## src/rtl/xor4_vector_sequencer_if.sv

```systemverilog
// Control and status bundle for the XOR4 vector sequencer: table writes,
// run control and run results.
interface xor4_vector_sequencer_if;
    logic       wr_en;
    logic [3:0] wr_addr;
    logic [4:0] wr_data;
    logic       start;
    logic       abort;
    logic [4:0] num_vec;
    logic       busy;
    logic       done;
    logic       pass;
    logic [4:0] err_count;
    logic [3:0] first_err_idx;
    logic       first_err_valid;

    modport master (
        output wr_en, wr_addr, wr_data, start, abort, num_vec,
        input  busy, done, pass, err_count, first_err_idx, first_err_valid
    );

    modport slave (
        input  wr_en, wr_addr, wr_data, start, abort, num_vec,
        output busy, done, pass, err_count, first_err_idx, first_err_valid
    );
endinterface

```

## src/rtl/xor4_vector_sequencer.sv

```systemverilog
// Applies stored {a, yexpected} vectors to the XOR4 datapath, samples dut_y
// after a settle delay and tallies mismatches.
module xor4_vector_sequencer #(
    parameter int DEPTH  = 16,
    parameter int SETTLE = 1
) (
    input  logic                      clk,
    input  logic                      reset,
    xor4_vector_sequencer_if.slave    bus,
    output logic [3:0]                dut_a,
    input  logic                      dut_y
);
    typedef enum logic [1:0] {IDLE, WAIT, CHECK, DONE} state_t;

    localparam logic [3:0] SETTLE_LOAD = 4'(SETTLE - 1);

    state_t     state;
    logic [4:0] vec_table [DEPTH];
    logic [4:0] n_q;
    logic [3:0] idx_q;
    logic       exp_q;
    logic [3:0] settle_q;

    logic [4:0] n_start;
    logic       mismatch;
    logic [4:0] err_next;
    logic       last;
    logic [4:0] next_entry;

    always_comb begin
        n_start    = (bus.num_vec > 5'd16) ? 5'd16 : bus.num_vec;
        mismatch   = (dut_y != exp_q);
        err_next   = bus.err_count + {4'b0, mismatch};
        last       = ({1'b0, idx_q} == (n_q - 5'd1));
        next_entry = vec_table[idx_q + 4'd1];
    end

    // Table has no reset so written vectors survive a mid-run reset.
    always_ff @(posedge clk) begin
        if (bus.wr_en && !bus.busy)
            vec_table[bus.wr_addr] <= bus.wr_data;
    end

    always_ff @(posedge clk) begin
        if (reset) begin
            state               <= IDLE;
            dut_a               <= '0;
            bus.busy            <= 1'b0;
            bus.done            <= 1'b0;
            bus.pass            <= 1'b0;
            bus.err_count       <= '0;
            bus.first_err_idx   <= '0;
            bus.first_err_valid <= 1'b0;
            n_q                 <= '0;
            idx_q               <= '0;
            exp_q               <= 1'b0;
            settle_q            <= '0;
        end else begin
            bus.done <= 1'b0;
            case (state)
                IDLE: begin
                    if (bus.start) begin
                        n_q                 <= n_start;
                        idx_q               <= '0;
                        bus.err_count       <= '0;
                        bus.first_err_valid <= 1'b0;
                        bus.first_err_idx   <= '0;
                        bus.pass            <= 1'b0;
                        if (n_start == 5'd0) begin
                            state    <= DONE;
                            bus.done <= 1'b1;
                            bus.pass <= 1'b1;
                        end else begin
                            dut_a    <= vec_table[0][4:1];
                            exp_q    <= vec_table[0][0];
                            settle_q <= SETTLE_LOAD;
                            bus.busy <= 1'b1;
                            state    <= WAIT;
                        end
                    end
                end
                WAIT: begin
                    if (bus.abort) begin
                        state    <= IDLE;
                        bus.busy <= 1'b0;
                    end else if (settle_q == 4'd0) begin
                        state <= CHECK;
                    end else begin
                        settle_q <= settle_q - 4'd1;
                    end
                end
                CHECK: begin
                    // Abort outranks the compare, so the aborted sample is not counted.
                    if (bus.abort) begin
                        state    <= IDLE;
                        bus.busy <= 1'b0;
                    end else begin
                        bus.err_count <= err_next;
                        if (mismatch && !bus.first_err_valid) begin
                            bus.first_err_idx   <= idx_q;
                            bus.first_err_valid <= 1'b1;
                        end
                        if (last) begin
                            state    <= DONE;
                            bus.busy <= 1'b0;
                            bus.done <= 1'b1;
                            bus.pass <= (err_next == 5'd0);
                        end else begin
                            idx_q    <= idx_q + 4'd1;
                            dut_a    <= next_entry[4:1];
                            exp_q    <= next_entry[0];
                            settle_q <= SETTLE_LOAD;
                            state    <= WAIT;
                        end
                    end
                end
                DONE: state <= IDLE;
                default: state <= IDLE;
            endcase
        end
    end
endmodule

```

## src/flat_wrapper.sv

```systemverilog
// flat-port wrapper written by rule: the top's interface ports become plain ports
module xor4_vector_sequencer_flat 
#(
    parameter int DEPTH  = 16,
    parameter int SETTLE = 1
)
  (clk, reset, dut_a, dut_y, bus_wr_en, bus_wr_addr, bus_wr_data, bus_start, bus_abort, bus_num_vec, bus_busy, bus_done, bus_pass, bus_err_count, bus_first_err_idx, bus_first_err_valid);
  xor4_vector_sequencer_if bus_i ();
  input  logic clk;
  input  logic reset;
  output logic [3:0] dut_a;
  input  logic dut_y;
  input wire logic [$bits(bus_i.wr_en)-1:0] bus_wr_en;
  input wire logic [$bits(bus_i.wr_addr)-1:0] bus_wr_addr;
  input wire logic [$bits(bus_i.wr_data)-1:0] bus_wr_data;
  input wire logic [$bits(bus_i.start)-1:0] bus_start;
  input wire logic [$bits(bus_i.abort)-1:0] bus_abort;
  input wire logic [$bits(bus_i.num_vec)-1:0] bus_num_vec;
  output wire logic [$bits(bus_i.busy)-1:0] bus_busy;
  output wire logic [$bits(bus_i.done)-1:0] bus_done;
  output wire logic [$bits(bus_i.pass)-1:0] bus_pass;
  output wire logic [$bits(bus_i.err_count)-1:0] bus_err_count;
  output wire logic [$bits(bus_i.first_err_idx)-1:0] bus_first_err_idx;
  output wire logic [$bits(bus_i.first_err_valid)-1:0] bus_first_err_valid;
  assign bus_i.wr_en = bus_wr_en;
  assign bus_i.wr_addr = bus_wr_addr;
  assign bus_i.wr_data = bus_wr_data;
  assign bus_i.start = bus_start;
  assign bus_i.abort = bus_abort;
  assign bus_i.num_vec = bus_num_vec;
  assign bus_busy = bus_i.busy;
  assign bus_done = bus_i.done;
  assign bus_pass = bus_i.pass;
  assign bus_err_count = bus_i.err_count;
  assign bus_first_err_idx = bus_i.first_err_idx;
  assign bus_first_err_valid = bus_i.first_err_valid;
  xor4_vector_sequencer #(.DEPTH(DEPTH), .SETTLE(SETTLE)) u_core (.clk(clk), .reset(reset), .bus(bus_i), .dut_a(dut_a), .dut_y(dut_y));
endmodule
```

## config.mk

```make
export PLATFORM = sky130hd
export DESIGN_NAME = xor4_vector_sequencer_flat
export DESIGN_NICKNAME = d
export VERILOG_FILES = /design/src/rtl/xor4_vector_sequencer_if.sv /design/src/rtl/xor4_vector_sequencer.sv /design/src/flat_wrapper.sv
export SDC_FILE = /design/constraint.sdc
export NUM_CORES = 1
export LEC_CHECK = 0
export ABC_AREA = 1
export BUFFER_PORTS_ARGS = -buffer_cell sky130_fd_sc_hd__buf_2
export CORE_ASPECT_RATIO = 1.1
export CORE_UTILIZATION = 59
export DETAILED_ROUTE_END_ITERATION = 6
export PLACE_DENSITY = 0.9
export SLEW_MARGIN = 20
export SYNTH_ARGS = -nofsm -noshare
export SYNTH_HDL_FRONTEND = slang
export SYNTH_SLANG_ARGS = --single-unit
```

## constraint.sdc

```tcl
create_clock -name clk -period 2.4 [get_ports clk]
set_clock_uncertainty 0.2 [all_clocks]
set_input_delay 0.48 -clock clk [delete_from_list [all_inputs] [get_ports clk]]
set_output_delay 0.48 -clock clk [all_outputs]
set_load 0.01 [all_outputs]
```

==> run_results.csv, run 1 <==
group,metric,value,unit
sta,hold_viol,0,
floorplanning,start_util,0.611,
drt,wl_met2,6.53,mm
floorplanning,row_count,36,
floorplanning,dieArea,0.00958,mm2
yosys,synth_cells,612,
yosys,yosysUniqueCellTypes,37,
cts,holdBufCountCts,0,
cts,cts.clk_slew.worst_paths,0.06,ns
floorplanning,core-area,0.00887,mm2
yosys,ys_async_sr_fraction,0,
cells_and_area,n_fill_cell,583,
yosys,ys_warn_count,0,
sta,setup_tns,0,ns
run,drv_cap,0,
cells_and_area,syn_to_final_growth,17.1,%
critical_path,cpMostUsedCell,"nand2_1",
drt,drtAntennaViolNets,0,
sta,post-route-period-util,0.915,
cts,cts_tree,"built",
sta,setup_viol,0,
cells_and_area,drive_above_1_share,0.156,
critical_path,cp_slowest_cell,"dfxtp_1",
critical_path,path_cells,"ha_1, clkinv_1, buf_4, nand2_1, nand3_1, nand3_1, nand2_1, nand2_1, nand2_1, nand2_1, a21oi_2",
cts,htreeDepth,4,
drt,drt_pass1_iterations,5,
sta,maxSlewHeadroom,0.532,
yosys,synth.area.top_cells,"edfxtp_1, nand2_1, dfxtp_1",
floorplanning,die_h,103,um
yosys,yosysSeqAreaShare,0.565,
drt,viasPerCell,5.56,
cells_and_area,nets,691,
placed_design,numPortBuffers,36,
global_routing,grt_max_degree,42,
yosys,synth_edf_count,80,
power,ir_worst_vdd,0.573,mV
sta,rsz0062_at_grt,"false",
critical_path,startpoint_type,"flop",
placed_design,gp_congestion,0.938,
sta,finalMaxSlewViolations,0,
placed_design,dp_hpwl,7.90,mm
global_routing,antenna_found_initial,0,
cts,cts.path.max_buffers,2,
yosys,synth.top_cell.area_share,0.443,
global_routing,grt_pass1_vias,4276,
power,leakage,2.75,nW
power,power_density,955,mW/mm2
cts,post_cts_buffers,0,
cells_and_area,antenna_cells,0,
drt,drtIter0Drc,420,
yosys,yosys_register_bits,113,
drt,wire_per_inst,16.1,um
drt,wl,12.7,mm
floorplanning,ios,37,
yosys,synthTopCellsByCount,"nand2_1, inv_1, edfxtp_1",
cells_and_area,stdcell_area,0.00635,mm2
floorplanning,fp.dieW,93.4,um
critical_path,critPathCaptureType,"flop",
drt,drc,0,
yosys,yosysTopAreaCell,"edfxtp_1",
yosys,ys.flop_type,"edfxtp_1",
cts,clock-sinks,113,
drt,vias,4373,
yosys,syn_avg_cell_area,8.86,um2
global_routing,grt_overflow,0,
critical_path,criticalPathCategory,"reg2reg",
global_routing,grt_pass1_wl,19.9,mm
yosys,syn-num-nets,643,
critical_path,critPathTopFamily,"simple AND/OR/NAND/NOR gates",
sta,worst_slew_pin_slew,0.701,ns
drt,top_layer,"met4",
placed_design,dpl_worst_slack,0.178,ns
cts,ctsRootBufferMaster,"clkbuf_8",
yosys,yosysMostFrequentCell,"nand2_1",
global_routing,grt.total_usage,0.283,
sta,fmax,455,MHz
critical_path,slowest_delay,0.50,ns
drt,met1Wirelength,4.78,mm
placed_design,dpl_cell_area,0.00573,mm2
critical_path,cp.required,2.64,ns
yosys,syn-cell-area,0.00542,mm2
status,status,"finished, final reports clean",
sta,fin_crit,2.20,ns
cts,cts_buffers,17,
critical_path,crit_fanout,18,
sta,layout_setup_ws,0.204,ns
cts,clk_latency,0.51,ns
drt,met3_length,787,um
critical_path,arrival,2.44,ns
critical_path,crit_buf_inv,2,
hold_path,hold_class,"in2reg",
## placed cells by master, fill, tap and decap left out, types with 2 or more instances in the layout
cell type and instances:
buf_4 13, nor2_1 47, ha_1 10, a21oi_2 5, nor3_1 7, dfxtp_1 33
inv_6 3, nor2_2 2, bufinv_16 4, a211oi_1 2, a21oi_1 28, edfxtp_1 80
clkbuf_16 16, clkinv_4 5, nand3_1 66, buf_2 36, xor2_1 8, nand4_1 3
nand2_4 2, o21ai_0 8, inv_1 83, nor2_4 2, nand2_1 184, inv_2 4
o211ai_1 4, nand3_4 2
## path summary, 6_finish.rpt
kind	slack [ns]	from	cells after the start	end
worst max register to register	0.20	u_core.idx_q[1]	11	u_core.dut_a[3]
worst min register to register	0.26	u_core.bus.first_err_idx[1]	2	u_core.bus.first_err_idx[1]
worst min-delay path	0.03	bus_num_vec[0]	3	u_core.n_q[0]
worst max-delay path	0.20	u_core.idx_q[1]	11	u_core.dut_a[3]
## routing by layer
layer,vias to the layer above,GRT usage
met4,0,0.167
met2,244,0.512
met1,2002,0.312
li1,2074,-
met3,53,0.0553
met5,-,0
## metrics by stage
stage	hold slack, ns	cells	total power [W]	utilization
after CTS	0.0210	787	0.00606	0.716
after floorplan	0.245	612	0.00316	-
after global routing	0.0359	787	0.00631	0.716
final	0.0292	787	0.00607	0.716
after detailed placement	0.260	755	0.00344	0.646
after global placement	0.251	755	0.00339	0.646
## cell type report
class / count / area (um2) / share of cell area
multi-input combinational: 390 / 1910 / 0.301
tap: 114 / 143 / 0.0224
clock inverter: 14 / 203 / 0.0319
sequential: 113 / 3060 / 0.482
timing repair buffer: 49 / 278 / 0.0437
inverter: 89 / 337 / 0.0530
clock buffer: 18 / 418 / 0.0658
## report_power, final
part | switching, W | internal [W]
Sequential | 0.0000703 | 0.00220
Combinational | 0.000789 | 0.000391
Clock | 0.000916 | 0.00170
## registers in the layout, indices dropped and copies added (netlist names)
name and cells:
u_core.bus.first_err_idx 4, u_core.state 2, u_core.bus.pass 1, u_core.exp_q 1, u_core.n_q 5, u_core.bus.err_count 5
u_core.dut_a 4, u_core.vec_table 80, u_core.bus.done 1, u_core.bus.first_err_valid 1, u_core.settle_q 4, u_core.idx_q 4
u_core.bus.busy 1
## worst reg2reg max path: cells and delay by family, from the launching register on
| kind | cells | cell delay (ns) |
|---|---|---|
| flip-flops | 1 | 0.50 |
| AO/OA/AOI/OAI | 1 | 0.13 |
| AND/OR/NAND/NOR | 7 | 0.67 |
| adder cells (fa/ha/maj) | 1 | 0.33 |
| buffers and inverters | 2 | 0.29 |
## kinds of logic (layout without fill, tap and decap cells)
family | count (synthesis) | count (layout) | synth area share
xor+xnor | 10 | 10 | 0.0175
flops | 113 | 113 | 0.565
buf+inv | 109 | 170 | 0.0830
fa+ha+maj | 11 | 11 | 0.0254
compound gates | 49 | 49 | 0.0524
simple gates | 320 | 320 | 0.257
## repair_timing
action                                  in CTS  in global routing
hold endpoints to repair                     0                  0
endpoints found under the setup margin       0                  8
gates resized for setup                      0                  1
No activity file was read; power rests on OpenSTA's default activity.
==> inputs of run 2 (changes only) <==
Settings changed: CORE_ASPECT_RATIO 1.1 to 1.5, CORE_UTILIZATION 59 to 60, PLACE_DENSITY 0.9 to 0.91, SLEW_MARGIN 20 to 10.
==> run_results.csv, run 2 (synthesis gave the netlist of run 1 again) <==
group,metric,value,unit
cells_and_area,layout_common_cells,"nand2_1, inv_1, edfxtp_1",
cells_and_area,largest_reg_flops,80,
cells_and_area,n_fill_cell,555,
cells_and_area,largest_registers,"u_core.vec_table: 80 flops, u_core.bus.err_count: 5 flops, u_core.n_q: 5 flops",
global_routing,grt_max_degree,42,
cts,ctsResizeCount,0,
floorplanning,start_util,0.618,
drt,wire_per_inst,16.6,um
critical_path,startpoint_type,"flop",
global_routing,grt_pass1_vias,4366,
cts,cts_buffers,17,
drt,drtIter0Drc,426,
sta,worst_slew_pin_slew,0.655,ns
cells_and_area,final_util,0.719,
sta,rsz0062_at_grt,"false",
sta,post-route-period-util,0.941,
placed_design,gp_congestion,0.893,
critical_path,criticalPathCategory,"reg2reg",
floorplanning,row_count,42,
cells_and_area,largest-register,"u_core.vec_table",
critical_path,cp.required,2.50,ns
cts,holdBufCountCts,0,
sta,setup_tns,0,ns
cts,post_cts_buffers,0,
floorplanning,core-area,0.00878,mm2
drt,viasPerCell,5.67,
power,ir_worst_vdd,0.698,mV
cells_and_area,antenna_cells,0,
global_routing,grt.total_usage,0.296,
placed_design,dp_cells,750,
cells_and_area,stdcell_area,0.00631,mm2
cts,cts_tree,"built",
sta,fmax,443,MHz
global_routing,grt_overflow,0,
status,status,"finished, final reports clean",
critical_path,r2r_start,"u_core.state[0]",
floorplanning,die_h,118,um
sta,setup_viol,0,
floorplanning,dieArea,0.00943,mm2
drt,vias,4433,
cells_and_area,nets,690,
placed_design,numPortBuffers,36,
sta,finalMaxSlewViolations,0,
floorplanning,fp.dieW,79.6,um
cts,ctsRootBufferMaster,"clkbuf_16",
drt,drt_pass1_iterations,5,
run,drv_cap,0,
cts,htreeDepth,4,
cells_and_area,layout_commonest_cell,"nand2_1",
hold_path,hold_class,"in2reg",
power,leakage,2.73,nW
global_routing,grt_pass1_wl,20.6,mm
cells_and_area,drive_above_1_share,0.150,
cts,cts.path.max_buffers,2,
drt,wl,13.0,mm
critical_path,crit_start,"u_core.state[0]",
sta,whs,0.130,ns
placed_design,dpl_cell_area,0.00572,mm2
cells_and_area,syn_to_final_growth,16.4,%
floorplanning,ios,37,
drt,drc,0,
sta,maxSlewHeadroom,0.563,
critical_path,crit_fanout,11,
cells_and_area,final_cells,782,
placed_design,dp_hpwl,8.33,mm
sta,fin_crit,2.26,ns
sta,hold_viol,0,
cts,clock-sinks,113,
critical_path,arrival,2.36,ns
cts,cts.clk_slew.worst_paths,0.05,ns
power,power_density,944,mW/mm2
hold_path,holdCritStartpoint,"bus_num_vec[1]",
cts,clk_latency,0.41,ns
global_routing,antenna_found_initial,0,
critical_path,critPathCaptureType,"flop",
drt,drtAntennaViolNets,0,
[run 2: changes by cell type in the layout (fill, tap and decap cells not counted)]
cell / change
clkinv_2: +1
clkinvlp_4: +2
ha_2: -1
inv_6: -2
ha_1: +1
clkinv_1: +2
clkinv_4: -2
bufinv_16: -1
clkbuf_8: -1
buf_4: -1
clkbuf_16: +1
[run 2: final timing paths]
path	to	slack [ns]	cells past startpoint
max	u_core.bus.busy	0.14	8
min	u_core.n_q[1]	0.13	3
min reg2reg	u_core.bus.first_err_idx[2]	0.26	2
max reg2reg	u_core.bus.busy	0.14	8
[run 2: per-stage QoR]
step	setup WS [ns]	total power (W)
after floorplan	0.530	0.00316
after global routing	0.0555	0.00621
after detailed placement	0.220	0.00345
after CTS	0.168	0.00596
after global placement	0.281	0.00340
final	0.142	0.00596
[run 2: final cells by class]
| class | instances | area (um2) | area share |
|---|---|---|---|
| clock buffer | 18 | 429 | 0.0680 |
| timing repair buffer | 48 | 270 | 0.0428 |
| inverter | 89 | 337 | 0.0533 |
| clock inverter | 14 | 165 | 0.0262 |
| tap | 110 | 138 | 0.0218 |
| sequential | 113 | 3060 | 0.485 |
| multi-input combinational | 390 | 1910 | 0.303 |
[run 2: power by group]
part	internal, W	total [W]	switching (W)
Combinational	0.000389	0.00118	0.000789
Sequential	0.00221	0.00228	0.0000721
Clock	0.00162	0.00250	0.000878
Total	0.00422	0.00596	0.00174
[run 2: worst max-delay path, stage by stage, from the launching register on]
cell and delay, ns:
dfxtp_1 0.33, inv_1 0.14, ha_1 0.51, inv_1 0.17, buf_4 0.23, nor2_1 0.24, nand2_1 0.12, a21oi_1 0.14
nor2_1 0.06
[run 2: routing by layer]
layer	track usage	wire length, um	up-vias
met3	0.0703	905	61
li1	-	-	2074
met4	0.161	548	0
met5	0	0	-
met2	0.529	6950	232
met1	0.310	4570	2066
